<file path="config.mk">
export PLATFORM = sky130hd
export DESIGN_NAME = vga_timing_pattern_gen
export DESIGN_NICKNAME = d
export VERILOG_FILES = /design/src/rtl/vga_timing_pattern_gen.sv
export SDC_FILE = /design/constraint.sdc
export NUM_CORES = 1
export LEC_CHECK = 0
export CAP_MARGIN = 5
export CORE_MARGIN = 2
export CORE_UTILIZATION = 55
export CTS_CLUSTER_DIAMETER = 80
export DETAILED_ROUTE_END_ITERATION = 12
export GPL_TIMING_DRIVEN = 0
export PLACE_DENSITY = 0.82
export SYNTH_ARGS = -nofsm -noshare
export SYNTH_HDL_FRONTEND = slang
export SYNTH_SLANG_ARGS = --single-unit
export TNS_END_PERCENT = 20
</file>
<file path="constraint.sdc">
create_clock -name clk -period 6.2 [get_ports clk]
set_clock_uncertainty 0.15 [all_clocks]
set_input_delay 1.86 -clock clk [delete_from_list [all_inputs] [get_ports clk]]
set_output_delay 1.86 -clock clk [all_outputs]
set_load 0.05 [all_outputs]
</file>
<file path="src/rtl/vga_timing_pattern_gen.sv">
// VGA timing and test-pattern generator with configurable timing, sync
// polarity and colour depth. A pixel-enable divider sets the pixel rate.
// All video outputs are registered and update only on pixel ticks.
module vga_timing_pattern_gen #(
  parameter int H_ACTIVE   = 640,
  parameter int H_FP       = 16,
  parameter int H_SYNC     = 96,
  parameter int H_BP       = 48,
  parameter int V_ACTIVE   = 480,
  parameter int V_FP       = 10,
  parameter int V_SYNC     = 2,
  parameter int V_BP       = 33,
  parameter bit H_POL      = 1'b0,
  parameter bit V_POL      = 1'b0,
  parameter int PX_DIV     = 4,
  parameter int COLOR_W    = 4,
  parameter int CHECK_LOG2 = 5,
  parameter int GRAD_SHIFT = 5
) (
  input  logic                                                clk,
  input  logic                                                i_sclr,
  input  logic [1:0]                                          i_mode,
  input  logic [3*COLOR_W-1:0]                                i_color,
  output logic                                                o_px_en,
  output logic                                                o_hsync,
  output logic                                                o_vsync,
  output logic                                                o_de,
  output logic [$clog2(H_ACTIVE+H_FP+H_SYNC+H_BP)-1:0]        o_x,
  output logic [$clog2(V_ACTIVE+V_FP+V_SYNC+V_BP)-1:0]        o_y,
  output logic                                                o_frame_start,
  output logic [COLOR_W-1:0]                                  o_vga_red,
  output logic [COLOR_W-1:0]                                  o_vga_green,
  output logic [COLOR_W-1:0]                                  o_vga_blue
);

  localparam int H_TOTAL = H_ACTIVE + H_FP + H_SYNC + H_BP;
  localparam int V_TOTAL = V_ACTIVE + V_FP + V_SYNC + V_BP;
  localparam int XW      = $clog2(H_TOTAL);
  localparam int YW      = $clog2(V_TOTAL);
  localparam int DW      = (PX_DIV > 1) ? $clog2(PX_DIV) : 1;
  localparam int BAR_W   = H_ACTIVE / 8;
  localparam int BW      = (BAR_W > 1) ? $clog2(BAR_W) : 1;

  if (H_ACTIVE % 8 != 0) begin : g_bad_h_active
    $error("vga_timing_pattern_gen: H_ACTIVE must be divisible by 8");
  end
  if (PX_DIV < 1) begin : g_bad_px_div
    $error("vga_timing_pattern_gen: PX_DIV must be at least 1");
  end

  typedef enum logic [1:0] {
    MODE_SOLID = 2'd0,
    MODE_BARS  = 2'd1,
    MODE_CHECK = 2'd2,
    MODE_GRAD  = 2'd3
  } mode_e;

  logic [DW-1:0]      div_q, div_d;
  logic [XW-1:0]      h_q, h_d;
  logic [YW-1:0]      v_q, v_d;
  logic [BW-1:0]      sub_q, sub_d;
  logic [2:0]         bar_q, bar_d;
  mode_e              mode_q, mode_eff;
  logic               tick;
  int                 h_i, v_i;

  logic               px_en_q, hs_q, vs_q, de_q, fs_q;
  logic [XW-1:0]      x_q;
  logic [YW-1:0]      y_q;
  logic [COLOR_W-1:0] red_q, green_q, blue_q;

  logic               hs_d, vs_d, de_d, fs_d, chk_d;
  logic [COLOR_W-1:0] red_d, green_d, blue_d, grad_d;

  assign h_i  = int'(h_q);
  assign v_i  = int'(v_q);
  assign tick = (int'(div_q) == PX_DIV - 1);

  // Divider, pixel/line counters and the bar sub-counter pair that tracks h.
  always_comb begin
    div_d = tick ? '0 : div_q + 1'b1;
    h_d   = h_q;
    v_d   = v_q;
    sub_d = sub_q;
    bar_d = bar_q;
    if (tick) begin
      if (h_i == H_TOTAL - 1) begin
        h_d   = '0;
        sub_d = '0;
        bar_d = '0;
        v_d   = (v_i == V_TOTAL - 1) ? '0 : v_q + 1'b1;
      end else begin
        h_d = h_q + 1'b1;
        if (int'(sub_q) == BAR_W - 1) begin
          sub_d = '0;
          bar_d = bar_q + 1'b1;
        end else begin
          sub_d = sub_q + 1'b1;
        end
      end
    end
  end

  // Timing decode and pattern colour for the pixel at the current counters.
  always_comb begin
    fs_d     = (h_q == '0) && (v_q == '0);
    // The frame's first pixel already uses the mode being latched on it.
    mode_eff = fs_d ? mode_e'(i_mode) : mode_q;
    de_d     = (h_i < H_ACTIVE) && (v_i < V_ACTIVE);
    hs_d     = ((h_i >= H_ACTIVE + H_FP) && (h_i < H_ACTIVE + H_FP + H_SYNC)) ? H_POL : ~H_POL;
    vs_d     = ((v_i >= V_ACTIVE + V_FP) && (v_i < V_ACTIVE + V_FP + V_SYNC)) ? V_POL : ~V_POL;
    chk_d    = (((h_i >> CHECK_LOG2) ^ (v_i >> CHECK_LOG2)) & 1) != 0;
    grad_d   = COLOR_W'(h_i >> GRAD_SHIFT);
    red_d    = '0;
    green_d  = '0;
    blue_d   = '0;
    if (de_d) begin
      case (mode_eff)
        MODE_SOLID: begin
          red_d   = i_color[3*COLOR_W-1:2*COLOR_W];
          green_d = i_color[2*COLOR_W-1:COLOR_W];
          blue_d  = i_color[COLOR_W-1:0];
        end
        MODE_BARS: begin
          // Bar order white..black maps to R=~idx[1], G=~idx[2], B=~idx[0].
          red_d   = {COLOR_W{~bar_q[1]}};
          green_d = {COLOR_W{~bar_q[2]}};
          blue_d  = {COLOR_W{~bar_q[0]}};
        end
        MODE_CHECK: begin
          if (chk_d) begin
            red_d   = i_color[3*COLOR_W-1:2*COLOR_W];
            green_d = i_color[2*COLOR_W-1:COLOR_W];
            blue_d  = i_color[COLOR_W-1:0];
          end
        end
        default: begin
          red_d   = grad_d;
          green_d = grad_d;
          blue_d  = grad_d;
        end
      endcase
    end
  end

  // Counter and latched-mode state.
  always_ff @(posedge clk or posedge i_sclr) begin
    if (i_sclr) begin
      div_q  <= '0;
      h_q    <= '0;
      v_q    <= '0;
      sub_q  <= '0;
      bar_q  <= '0;
      mode_q <= MODE_SOLID;
    end else begin
      div_q <= div_d;
      h_q   <= h_d;
      v_q   <= v_d;
      sub_q <= sub_d;
      bar_q <= bar_d;
      if (tick && fs_d) mode_q <= mode_e'(i_mode);
    end
  end

  // Registered video outputs, loaded on tick edges and held in between.
  always_ff @(posedge clk or posedge i_sclr) begin
    if (i_sclr) begin
      px_en_q <= 1'b0;
      hs_q    <= ~H_POL;
      vs_q    <= ~V_POL;
      de_q    <= 1'b0;
      fs_q    <= 1'b0;
      x_q     <= '0;
      y_q     <= '0;
      red_q   <= '0;
      green_q <= '0;
      blue_q  <= '0;
    end else begin
      px_en_q <= tick;
      if (tick) begin
        hs_q    <= hs_d;
        vs_q    <= vs_d;
        de_q    <= de_d;
        fs_q    <= fs_d;
        x_q     <= h_q;
        y_q     <= v_q;
        red_q   <= red_d;
        green_q <= green_d;
        blue_q  <= blue_d;
      end
    end
  end

  assign o_px_en       = px_en_q;
  assign o_hsync       = hs_q;
  assign o_vsync       = vs_q;
  assign o_de          = de_q;
  assign o_frame_start = fs_q;
  assign o_x           = x_q;
  assign o_y           = y_q;
  assign o_vga_red     = red_q;
  assign o_vga_green   = green_q;
  assign o_vga_blue    = blue_q;

endmodule

</file>
; After elaboration in Yosys (flattened, before gate mapping)
; Cells that the tools add are included.
[totals]
out_inout_bits = 37
regBits = 71
input_bits = 16
[op_classes]
reduce_logical = 11
bitwise_logic = 4
add_sub_neg = 5
n_lt_le_gt_ge = 6
n_eq_ne = 6
n_mux = 19
[op_table]
columns = op, n
row1 = case mux 4 bit (3 select lines), 3
row2 = 2-to-1 mux 4 bit, 6
row3 = "adder 10 x 1 -> 10 bit, second input constant", 2
row4 = logical NOT 10 bit, 2
row5 = "less-than comparator 10 bit, second input constant", 2
row6 = "less-than comparator 10 x 9 -> 1 bit, second input constant", 2
row7 = 2-to-1 mux 10 bit, 2
row8 = 2-to-1 mux 7 bit, 2
row9 = "== test 10 bit, second input constant", 1
row10 = "== test 10 x 9 -> 1 bit, second input constant", 1
row11 = "greater-or-equal comparator 10 bit, second input constant", 1
row12 = "greater-or-equal comparator 10 x 9 -> 1 bit, second input constant", 1
row13 = "adder 7 x 1 -> 7 bit, second input constant", 1
row14 = "== test 7 bit, second input constant", 1
row15 = 2-to-1 mux 3 bit, 2
row16 = logical AND 1 bit, 5
row17 = "== test 2 x 1 -> 1 bit, second input constant", 2
row18 = 2-to-1 mux 2 bit, 2
row19 = AND reduction 2 bit, 2
row20 = "adder 3 x 1 -> 3 bit, second input constant", 1
row21 = inverter 1 bit, 3
row22 = "adder 2 x 1 -> 2 bit, second input constant", 1
row23 = "== test 2 bit, second input constant", 1
row24 = logical NOT 2 bit, 1
row25 = 3 further kinds, 4

; Depth between registers and ports, before layout
; Gate-level depths: netlist (run 1).
[logic_depth]
word_depth = 6
mapped_depth = 8

; Least setup slack after synthesis (run 1)
; OpenSTA, ideal clock, no wires.
[synth_path]
kind = in2reg
startpoint = input i_mode[1]
endpoint = register green_q[3], in the netlist o_vga_green[3]
cell_stages = 3
slack_ps = 3359
t_required_ps = 5923
setup_ps = 127
arrival_ps = 2565
cell_sequence = mux2i_1 > a21oi_1 > a221o_2
[synth_via]
elab_chain_cells = 4
elab_cells_between_ends = 6
cone_classes = 2 x eq/ne / 3 x mux / 1 x reduce/logical
[synth_lines]
columns = element, line
row1 = from (decl), 22  ; input logic [1:0] i_mode,
row2 = 2-to-1 mux 2 bit (*), 108  ; mode_eff = fs_d ? mode_e'(i_mode) : mode_q;
row3 = == test 2 bit (tied with other cells), 118  ; case (mode_eff)
row4 = case mux 4 bit (3 select lines) (*), 118
row5 = 2-to-1 mux 4 bit (*), 117  ; if (de_d) begin
row6 = to (signal assigned), 188  ; green_q <= green_d;
row7 = to (decl), 70  ; logic [COLOR_W-1:0] red_q, green_q, blue_q;
; Every way passes the cells marked *; elsewhere a longest branch is shown, timed or not.
; A chain may end at the register's enable or synchronous reset.

; Worst setup path in the final report (run 1)
[layout_path]
startpoint = register hs_q, in the netlist o_hsync
endpoint = output o_hsync
[layout_rtl]
columns = element, line
row1 = from (decl), 67  ; logic px_en_q, hs_q, vs_q, de_q, fs_q;
row2 = from (signal assigned), 169  ; hs_q <= ~H_POL;
row3 = from (signal assigned), 181  ; hs_q <= hs_d;
row4 = to (decl), 25  ; output logic o_hsync,
; No word-level cell between the ends.

==> metrics.md, run 1 <==
| Metric | Value |
|---|---|
| Core area | `5850 um2` |
| Register area share after synthesis | `54.1%` |
| CP Launch Type | `register` |
| Drt first pass iters | `5` |
| Status | `complete, no violations` |
| Post-CTS sizing | `0` |
| Mux contribution to synthesized area | `slightly below 9%` |
| Max IR drop VDD | `between 0.0001 and 0.00015 V` |
| Crit. End Element | `primary output` |
| Area post-placement | `3910 um2` |
| Worst Hold Depth | `1` |
| Initial Util | `56.2%` |
| CP peak stage delay | `0.80 ns` |
| Setup bufs post-CTS | `0` |
| XOR/XNOR share of the synthesized area | `between 5 and 6%` |
| Max_cap viols | `0` |
| Vias in the first global route | `between 2000 and 2500` |
| Fraction of registers with async set/reset | `100%` |
| Synth top cells by count | `dfrtp_1 (69), nand2_1 (26), mux2_2 (23), nor2_1 (18)` |
| Final #Nets | `377` |
| Fill cell total of the finished layout | `around 440` |
| P_leak | `roughly 1.8 nW` |
| Antenna violations before repair | `0` |
| Cell family with most CP delay | `buffers and inverters` |
| Largest family of logic cells by synthesized area | `simple AND/OR/NAND/NOR gates` |
| Worst-margin pin slew | `roughly 0.85 ns` |
| Crit. path cell count | `1` |
| Relative slew slack | `43.5%` |
| DR vias | `2489` |
| HP Class | `register to register` |
| Total net switching power | `0.213 mW` |
| #FFs+latches synth | `71` |
| Final worst-path cycle share | `59.7%` |
| Switching share of power | `23.5%` |
| Syn-to-layout area delta | `24.6%` |
| CTS H-tree depth | `3` |
| WL per Instance | `16.5 um` |
| Crit-path slowest cell | `clkdlybuf4s50_1` |
| Worst Path Buf+Inv | `1` |
| Final Max Tran Viols | `0` |
| GRT Residual Overflow | `0` |
| CP required | `between 4 and 5 ns` |
| Final min period | `approximately 3.7 ns` |
| Compound-Gate Fraction of Synth Area | `9.93%` |
| Arrival @ worst endpoint | `1.69 ns` |
| Clk buf depth | `2` |
| Hold Vio Cnt, Final | `0` |
| Synth Cell Area | `roughly 3300 um2` |
| Count of cell types in the netlist | `44` |
| Largest net degree at the start of global routing | `72` |
| CTS tree | `done` |
| CTS root buffer | `clkbuf_8` |
| Row cnt | `28` |
| Top-count cell post-synth | `dfrtp_1` |
| Gp weighted congestion | `about 0.84` |
| Ratio of cells with drive above 1 in the final layout | `16.4%` |
| Crit Path Max Fanout | `2` |
| Die footprint | `6620 um2` |
| Synth area leaders | `dfrtp_1 (52%), mux2_2 (7.9%), a221o_1 (3.0%)` |
| Syn_area_per_cell | `11.3 um2` |
| Post-synthesis adder-cell area fraction | `under 10%` |
| CTS Hold Bufs | `0` |
| Cell count after synthesis | `291` |
| Input/output buffers | `52` |
| Clk pwr share | `40.1%` |
| Seq pwr share | `52.2%` |
| Combinational fraction of design power | `7.8%` |
| Final Core Density | `70.0%` |
| Placed Cells | `around 420` |
| Ys Warns | `0` |
| Int Pwr | `0.694 mW` |
| PwrDens | `221 nW/um2` |
| Net Count, Synth | `314` |
| GRT Total Usage | `24.5%` |
| Worst-path cell chain | `clkdlybuf4s50_1` |
| Sink Count | `71` |
| HPWL after detailed placement | `4880 um` |
| CTS Buf Count | `9` |
| Synth Flop Type | `dfrtp_1` |
| Vert. Die Dim | `81.3 um` |
| Reg2Reg Depth | `7` |
| EDFF count, synth | `0` |
| Diodes inserted | `0` |
| Fmax | `270 MHz` |
| Reg clk slew, reported paths | `0.08 ns` |
| First-pass GRT wire length | `12000 um` |
| Total wire length | `7150 um` |
| Fin cells | `434` |
| DIE WIDTH | `81.3 um` |
| Simple-gate portion of the synthesized area | `~16%` |
| Final setup fails | `0` |
| Critical path class | `register to primary output` |
| Post-route antenna net violation count | `0` |
| RSZ-0062 raised after global routing | `false` |
| Setup TNS | `0 ns` |
| # DRC | `0` |
| Yosys top cell by area | `dfrtp_1` |
| Yosys top cell area share | `a little over half` |
| Ports | `53` |
| Vias/cell | `5.74` |
| Final instance area | `4100 um2` |
| Clk_lat worst skew | `0.35 ns` |
| DR iter-0 viols | `216` |
flip-flops by register name, indices dropped and copies added (netlist names), 2 cells and up:
signal       cells
sub_q            7
div_q            2
o_vga_red        4
o_vga_blue       4
o_y             10
v_q             10
mode_q           2
bar_q            3
o_x             10
o_vga_green      4
h_q             10
metal layers:
| layer | GRT usage (%) | part of all wire [%] | up-vias |
|---|---|---|---|
| li1 | - | - | 1157 |
| met1 | 33.9 | 44 | 1249 |
| met2 | 37.2 | 49 | 75 |
| met3 | 5.67 | 5.4 | 8 |
| met4 | 10.2 | 1.5 | 0 |
| met5 | 0 | 0 | - |
placed cells by master, fill, tap and decap left out, types with 4 or more instances in the layout:
master,netlist,routed
a221o_1,10,10
nand3_1,7,7
clkbuf_1,4,7
a21oi_1,9,9
ha_1,7,7
dfrtp_1,69,69
o21a_1,5,5
xor2_1,8,8
nand3b_1,4,4
inv_1,11,10
nand4_1,6,6
clkdlybuf4s50_1,0,52
mux2_2,23,23
clkbuf_8,0,10
nor2_1,18,18
nor2b_1,12,12
xnor2_1,11,11
o21ai_0,12,12
nand2_1,26,26
nor3_1,7,7
per-stage QoR:
step	setup WS, ns	hold slack [ns]	power (mW)
floorplan	2.40	0.253	0.524
global placement	1.33	0.263	0.551
detailed placement	2.72	0.273	0.553
CTS	2.48	0.283	0.915
global route	2.47	0.317	0.942
finish	2.50	0.280	0.908
cells by family (layout without fill, tap and decap cells):
| group | count (synthesis) | in the layout |
|---|---|---|
| compound gates | 46 | 46 |
| simple gates | 98 | 98 |
| flops | 71 | 71 |
| mux | 26 | 26 |
| fa+ha+maj | 7 | 7 |
| buf+inv | 24 | 92 |
| xor+xnor | 19 | 19 |
power by group through the flow:
| stage | logic [mW] | registers, mW | clock network (mW) |
|---|---|---|---|
| 2_1_floorplan | 0.0196 | 0.504 | 0 |
| 3_3_place_gp | 0.0694 | 0.482 | 0 |
| 3_5_place_dp | 0.0707 | 0.482 | 0 |
| 4_1_cts | 0.0713 | 0.474 | 0.370 |
| 5_1_grt | 0.0752 | 0.474 | 0.393 |
| 6_report | 0.0704 | 0.474 | 0.364 |
final timing paths:
kind                                from             end  slack, ns
worst min register to register  div_q[0]        div_q[0]       0.28
max in group asynchronous         i_sclr    o_vga_red[1]       3.45
worst min-delay path            div_q[0]        div_q[0]       0.28
worst max-delay path             o_hsync         o_hsync       2.50
worst max register to register    h_q[7]  o_vga_green[2]       3.18
min in group asynchronous         i_sclr          o_y[4]       1.89
layout make-up:
class | instances | area, um2 | area share [%]
plain buffers | 13 | 68.8 | 1.68
clock buffers | 13 | 149 | 3.63
clock inverters | 3 | 42.5 | 1.04
inverters | 11 | 43.8 | 1.07
multi-input cells | 196 | 1400 | 34.2
flip-flops and latches | 71 | 1780 | 43.4
well taps | 75 | 93.8 | 2.29
repair buffers | 52 | 520 | 12.7
Power figures use the tool's default switching activity.
==> run 2, diff against run 1 <==
--- a/config.mk
+++ b/config.mk
@@ -7,11 +7,11 @@
 export LEC_CHECK = 0
 export CAP_MARGIN = 5
 export CORE_MARGIN = 2
-export CORE_UTILIZATION = 55
+export CORE_UTILIZATION = 53
 export CTS_CLUSTER_DIAMETER = 80
 export DETAILED_ROUTE_END_ITERATION = 12
 export GPL_TIMING_DRIVEN = 0
-export PLACE_DENSITY = 0.82
+export PLACE_DENSITY = 0.79
 export SYNTH_ARGS = -nofsm -noshare
 export SYNTH_HDL_FRONTEND = slang
 export SYNTH_SLANG_ARGS = --single-unit
==> constraint.sdc (replaced) <==
create_clock -name clk -period 3.76 [get_ports clk]
set_clock_uncertainty 0.15 [all_clocks]
set_input_delay 1.128 -clock clk [delete_from_list [all_inputs] [get_ports clk]]
set_output_delay 1.128 -clock clk [all_outputs]
set_load 0.05 [all_outputs]
==> run 2 against run 1 <==
  * Die area rose by 3.6%
  * Worst hold slack got worse by 0.00078 ns
  * Critical path depth rose by 6
  * Routed wire length down 1.1%
  * Utilization fell by 1.4 points
  * Design area fell by 0.31%
  * Largest power group unchanged
==> metrics.md, run 2 (synthesis gave the netlist of run 1 again) <==
| Metric | Value |
|---|---|
| Status | `complete, no violations` |
| Row cnt | `28 (unchanged)` |
| Int Pwr | `1.14 mW (+64%)` |
| Crit Path Max Fanout | `8 (+6)` |
| P_leak | `1.76 nW (-0.23%)` |
| CTS H-tree depth | `3 (unchanged)` |
| Syn-to-layout area delta | `24.2%` |
| Largest net degree at the start of global routing | `72 (unchanged)` |
| Reg clk slew, reported paths | `0.08 ns (about the same)` |
| CTS root buffer | `clkbuf_8` |
| WL per Instance | `16.4 um (-0.65%)` |
| Ports | `53 (unchanged)` |
| Fill cell total of the finished layout | `440 (-0.90%)` |
| R2r setup slk | `0.78 ns (-2.40 ns)` |
| Worst-margin pin slew | `0.865 ns (+0.0173 ns)` |
| # DRC | `0 (unchanged)` |
| Post-CTS sizing | `0 (unchanged)` |
| Ratio of cells with drive above 1 in the final layout | `16.0% (-0.47 points)` |
| PwrDens | `362 nW/um2 (+64%)` |
| First-pass GRT wire length | `11400 um (-4.6%)` |
| Drt first pass iters | `4 (-1)` |
| Diodes inserted | `0 (unchanged)` |
| DR iter-0 viols | `228 (+5.6%)` |
| Arrival @ worst endpoint | `3.06 ns (+1.37 ns)` |
| Storage cell area | `1780 um2 (unchanged)` |
| DR vias | `2457 (-1.3%)` |
| Worst-path cell chain | `clkbuf_2 > or4_1 > or4_4 > nor3_4 > mux2i_1 > a21oi_1 > a221o_2` |
| Total net switching power | `0.341 mW (+60%)` |
| HPWL after detailed placement | `4730 um (-3.2%)` |
| Sink Count | `71 (unchanged)` |
| Max_cap viols | `0 (unchanged)` |
| Clk buf depth | `2 (unchanged)` |
| GRT Residual Overflow | `0 (unchanged)` |
| RSZ-0062 raised after global routing | `false` |
| CP required | `3.84 ns (-0.35 ns)` |
| Core area | `5960 um2 (+1.8%)` |
| Post-route antenna net violation count | `0 (unchanged)` |
| Vias in the first global route | `2341 (-5.0%)` |
| Final setup fails | `0 (unchanged)` |
| HP Class | `register to register` |
| Most frequent cells in the layout | `dfrtp_1 (69), clkdlybuf4s50_1 (52), nand2_1 (26)` |
| Combinational fraction of design power | `7.8% (about the same)` |
| Final Max Tran Viols | `0 (unchanged)` |
| CTS tree | `done` |
| Critical path class | `register to register` |
| Hold Vio Cnt, Final | `0 (unchanged)` |
| Initial Util | `55.2% (-0.99 points)` |
| Switching share of power | `23.1% (-0.46 points)` |
| CTS Hold Bufs | `0 (unchanged)` |
| Crit-path slowest cell | `or4_1` |
| Commonest non-fill, non-tap cell in the layout | `dfrtp_1` |
| Seq pwr share | `52.8% (+0.6 points)` |
| Die footprint | `6850 um2 (+3.6%)` |
| DIE WIDTH | `82.8 um (+1.8%)` |
| CP peak stage delay | `0.54 ns (-0.26 ns)` |
| Antenna violations before repair | `0 (unchanged)` |
| Relative slew slack | `42.3% (-1.2 points)` |
| Clk pwr share | `39.3% (-0.8 points)` |
| Final #Nets | `377 (unchanged)` |
| CTS Buf Count | `9 (unchanged)` |
| Gp weighted congestion | `0.867 (+3.2%)` |
| Total power | `1.48 mW (+63%)` |
| Total wire length | `7070 um (-1.1%)` |
| CP Launch Type | `register` |
| Max IR drop VDD | `0.000299 V (+100%)` |
| GRT Total Usage | `22.7% (-1.8 points)` |
| Fmax | `336 MHz` |
| Crit. End Element | `register` |
| Vias/cell | `5.69 (-0.83%)` |
| Vert. Die Dim | `82.8 um (+1.8%)` |
| Multi-input gate area | `1400 um2 (unchanged)` |
| Hold_ws | `0.279 ns (-0.000779 ns)` |
| Clk_lat worst skew | `0.34 ns (about the same)` |
| Final worst-path cycle share | `79.2%` |
| Setup TNS | `0 ns (unchanged)` |
| Input/output buffers | `52 (unchanged)` |
| Final min period | `about 3.0 ns` |
| Setup bufs post-CTS | `0 (unchanged)` |
-- run 2: cell types whose count changed in the layout (fill, tap and decap cells not counted), sizes merged --
cell,previous run,this run
clkinv,1,0
clkinvlp,1,0
-- run 2: power groups by stage --
stage,registers (mW),clock network (mW),logic (mW)
floorplan,0.831,0,0.0323
global placement,0.795,0,0.114
detailed placement,0.796,0,0.117
CTS,0.782,0.593,0.117
global route,0.783,0.622,0.125
finish,0.782,0.582,0.116
-- run 2: final timing paths --
kind / startpoint / end / cells after the start
setup / recovery: h_q[7] / o_vga_green[3] / 7
hold / removal: div_q[0] / div_q[0] / 1
setup reg to reg: h_q[7] / o_vga_green[3] / 7
hold reg to reg: div_q[0] / div_q[0] / 1
max in group asynchronous: i_sclr / sub_q[5] / 2
min in group asynchronous: i_sclr / o_de / 2
-- run 2: critical path: cells and delay by family, from the launching register on --
family | cells | cell delay, ns
mux | 1 | 0.36
compound gates | 2 | 0.54
flops | 1 | 0.36
buf+inv | 1 | 0.19
simple gates | 3 | 1.27
-- run 2: cell type report --
| cell class | count | share of cell area, % |
|---|---|---|
| multi-input combinational | 196 | 34.3 |
| tap | 75 | 2.30 |
| clock inverter | 1 | 0.735 |
| sequential | 71 | 43.6 |
| clock buffer | 13 | 3.64 |
| buffer | 13 | 1.68 |
| timing repair buffer | 52 | 12.7 |
| inverter | 11 | 1.07 |
-- run 2: routing by layer --
metal | share of wire (%) | global-route usage, % | vias up
li1 | - | - | 1154
met1 | 45 | 31.5 | 1223
met2 | 49 | 35.3 | 64
met3 | 3.8 | 3.46 | 16
met4 | 2.1 | 10.3 | 0
met5 | 0 | 0 | -
-- run 2: stage by stage --
step	utilization [%]	setup WS, ns	cell area, um2	instances
floorplan	-	0.689	3290	291
global placement	65.5	-0.418	3900	418
detailed placement	65.6	0.791	3910	418
CTS	68.6	0.789	4090	432
global route	68.6	0.638	4090	432
finish	68.6	0.781	4090	432
==> run 3, diff against run 2 <==
--- a/config.mk
+++ b/config.mk
@@ -7,11 +7,11 @@
 export LEC_CHECK = 0
 export CAP_MARGIN = 5
 export CORE_MARGIN = 2
-export CORE_UTILIZATION = 53
+export CORE_UTILIZATION = 48
 export CTS_CLUSTER_DIAMETER = 80
 export DETAILED_ROUTE_END_ITERATION = 12
 export GPL_TIMING_DRIVEN = 0
-export PLACE_DENSITY = 0.79
+export PLACE_DENSITY = 0.76
 export SYNTH_ARGS = -nofsm -noshare
 export SYNTH_HDL_FRONTEND = slang
 export SYNTH_SLANG_ARGS = --single-unit
==> constraint.sdc (replaced) <==
create_clock -name clk -period 2.7 [get_ports clk]
set_clock_uncertainty 0.15 [all_clocks]
set_input_delay 0.81 -clock clk [delete_from_list [all_inputs] [get_ports clk]]
set_output_delay 0.81 -clock clk [all_outputs]
set_load 0.05 [all_outputs]
==> run 3 against run 2 <==
  * The run now ends with setup timing left
  * Critical endpoint is now o_vga_red[3]
  * Register-to-register slack worse by 0.86 ns
  * Die area up 9.9%
  * Design area up 3.1%
  * Power up 38%
  * Critical path depth down 1
  * Combinational power up 45%
  * Routed wire length down 1.6%
  * Clock-buffer cell count up 2
==> metrics.md, run 3 (synthesis gave the netlist of run 1 again) <==
| Metric | Value |
|---|---|
| Final Max Tran Viols | `0 (unchanged)` |
| Critical path class | `register to register` |
| Clk pwr share | `38.5% (-0.8 points)` |
| Clk buf depth | `2 (unchanged)` |
| Met3 WL post-DR | `268 um (-1.5%)` |
| DR vias | `2438 (-0.77%)` |
| Fmax | `360 MHz (+7.3%)` |
| Ratio of cells with drive above 1 in the final layout | `20.0% (+4.0 points)` |
| Max_cap viols | `0 (unchanged)` |
| Gp weighted congestion | `0.830 (-4.3%)` |
| Ports | `53 (unchanged)` |
| Worst-path cell chain | `or4_4 > or4_4 > nor3_4 > mux2i_4 > a21oi_1 > a221o_2` |
| First-pass GRT wire length | `11500 um (+1.1%)` |
| Input/output buffers | `52 (unchanged)` |
| # DRC | `0 (unchanged)` |
| CTS H-tree depth | `3 (unchanged)` |
| Seq pwr share | `53.3% (+0.5 points)` |
| Syn-to-layout area delta | `28.0%` |
| Relative slew slack | `56.2% (+14 points)` |
| Total power | `2.04 mW (+38%)` |
| Worst Path Buf+Inv | `0 (-1)` |
| Hold_ws | `0.298 ns (+0.0188 ns)` |
| P_leak | `1.81 nW (+2.5%)` |
| Worst slack, placed | `-0.327 ns (-1.12 ns)` |
| HPWL after detailed placement | `4800 um (+1.5%)` |
| Most frequent cell on the critical path | `or4_4` |
| Routed met2 length | `3180 um (-7.5%)` |
| GRT Residual Overflow | `0 (unchanged)` |
| Switching share of power | `23.8% (+0.77 points)` |
| Setup WS post-layout | `-0.0755 ns (-0.857 ns)` |
| Vert. Die Dim | `86.8 um (+4.8%)` |
| Crit Path Max Fanout | `4 (-4)` |
| Placed Cells | `424 (+1.4%)` |
| WL per Instance | `15.6 um (-4.5%)` |
| Combinational fraction of design power | `8.2% (+0.4 points)` |
| Largest net degree at the start of global routing | `43 (-40%)` |
| Commonest non-fill, non-tap cell in the layout | `dfrtp_1` |
| Arrival @ worst endpoint | `2.85 ns (-0.21 ns)` |
| Max IR drop VDD | `0.000214 V (-28%)` |
| Int Pwr | `1.56 mW (+37%)` |
| Most frequent cells in the layout | `dfrtp_1 (66), clkdlybuf4s50_1 (52), nand2_1 (26)` |
| Die footprint | `7530 um2 (+9.9%)` |
| CP required | `2.78 ns (-1.06 ns)` |
| Clk_lat worst skew | `0.34 ns (about the same)` |
| Failing checks | `setup timing` |
| DIE WIDTH | `86.8 um (+4.8%)` |
| Reg clk slew, reported paths | `0.07 ns (about the same)` |
| Final #Nets | `383 (+1.6%)` |
| PwrDens | `485 nW/um2 (+34%)` |
| Diodes inserted | `0 (unchanged)` |
| Antenna violations before repair | `0 (unchanged)` |
| Final min period | `2.78 ns (-0.203 ns)` |
| Sink Count | `71 (unchanged)` |
| DR iter-0 viols | `116 (-49%)` |
| CTS Buf Count | `9 (unchanged)` |
| Total wire length | `6960 um (-1.6%)` |
| Post-route antenna net violation count | `0 (unchanged)` |
| RSZ-0062 raised after global routing | `true` |
| Row cnt | `30 (+7.1%)` |
| Final setup fails | `12 (+12)` |
| CTS root buffer | `clkbuf_8` |
| Vias/cell | `5.48 (-3.7%)` |
| Highest metal used | `met4` |
| Area post-placement | `3930 um2 (+0.70%)` |
| Cell family with most CP delay | `simple AND/OR/NAND/NOR gates` |
| Hold Vio Cnt, Final | `0 (unchanged)` |
| Crit-path slowest cell | `or4_4` |
| Wl on met1 | `3370 um (+5.0%)` |
| Worst-margin pin slew | `0.655 ns (-0.210 ns)` |
| CP Launch Type | `register` |
| CP peak stage delay | `0.54 ns (about the same)` |
| Final instance area | `4210 um2 (+3.1%)` |
| Initial Util | `49.0% (-6.3 points)` |
| Drt first pass iters | `4 (unchanged)` |
| Total net switching power | `0.487 mW (+43%)` |
| Setup TNS | `-0.485 ns (-0.485 ns)` |
| Crit. End Element | `register` |
| Fin cells | `445 (+3.0%)` |
| GRT Total Usage | `20.0% (-2.7 points)` |
| CTS tree | `done` |
| Final Core Density | `62.7% (-5.9 points)` |
| CTS Hold Bufs | `0 (unchanged)` |
| Status | `complete, but fails checks` |
| Vias in the first global route | `2382 (+1.8%)` |
| Final worst-path cycle share | `103% (+24 points)` |
| HP Class | `register to register` |
| Core area | `6720 um2 (+13%)` |
## run 3: cell types whose count changed in the layout (fill, tap and decap cells not counted), sizes merged
cell      delta
inv          -1
buf          +8
clkinv       +1
bufinv       -1
clkinvlp     +1
## run 3: repair_timing
action                     4_1_cts  5_1_grt
pin swaps                        3        0
setup endpoints to repair       12       24
gates resized for setup          6        6
setup buffers                    4        5
## run 3: layer usage
metal,global-route usage [%],vias up
met1,28.6,1193
met3,3.33,11
li1,-,1175
met2,30.0,59
met5,0,-
met4,8.95,0
## run 3: power groups by stage
stage          combinational, mW  clock (mW)  sequential, mW
2_1_floorplan             0.0453           0            1.16
4_1_cts                    0.168       0.797            1.09
3_5_place_dp               0.165           0            1.11
3_3_place_gp               0.159           0            1.11
5_1_grt                    0.179       0.853            1.09
6_report                   0.168       0.787            1.09
## run 3: final timing paths
kind                           from  slack [ns]            to  depth (start not counted)
setup / recovery             v_q[2]       -0.08  o_vga_red[3]                          6
setup reg to reg             v_q[2]       -0.08  o_vga_red[3]                          6
hold / removal             div_q[0]        0.30      div_q[0]                          1
min in group asynchronous    i_sclr        0.75        o_y[0]                          2
hold reg to reg            div_q[0]        0.30      div_q[0]                          1
max in group asynchronous    i_sclr        1.02        h_q[8]                          3
## run 3: layout make-up
class,count,area [um2]
fill,538,2510
sequential,71,1780
multi-input combinational,196,1450
timing repair buffer,62,608
clock buffer,15,176
tap,80,100
inverter,11,45.0
buffer,9,43.8
clock inverter,1,5.00
## run 3: worst reg2reg max path, delay by kind of cell (launching register included)
kind	cells	cell delay, ns
AOI/OAI and AO/OA	2	0.51
DFF	1	0.41
muxes	1	0.35
and+or+nand+nor	3	1.26
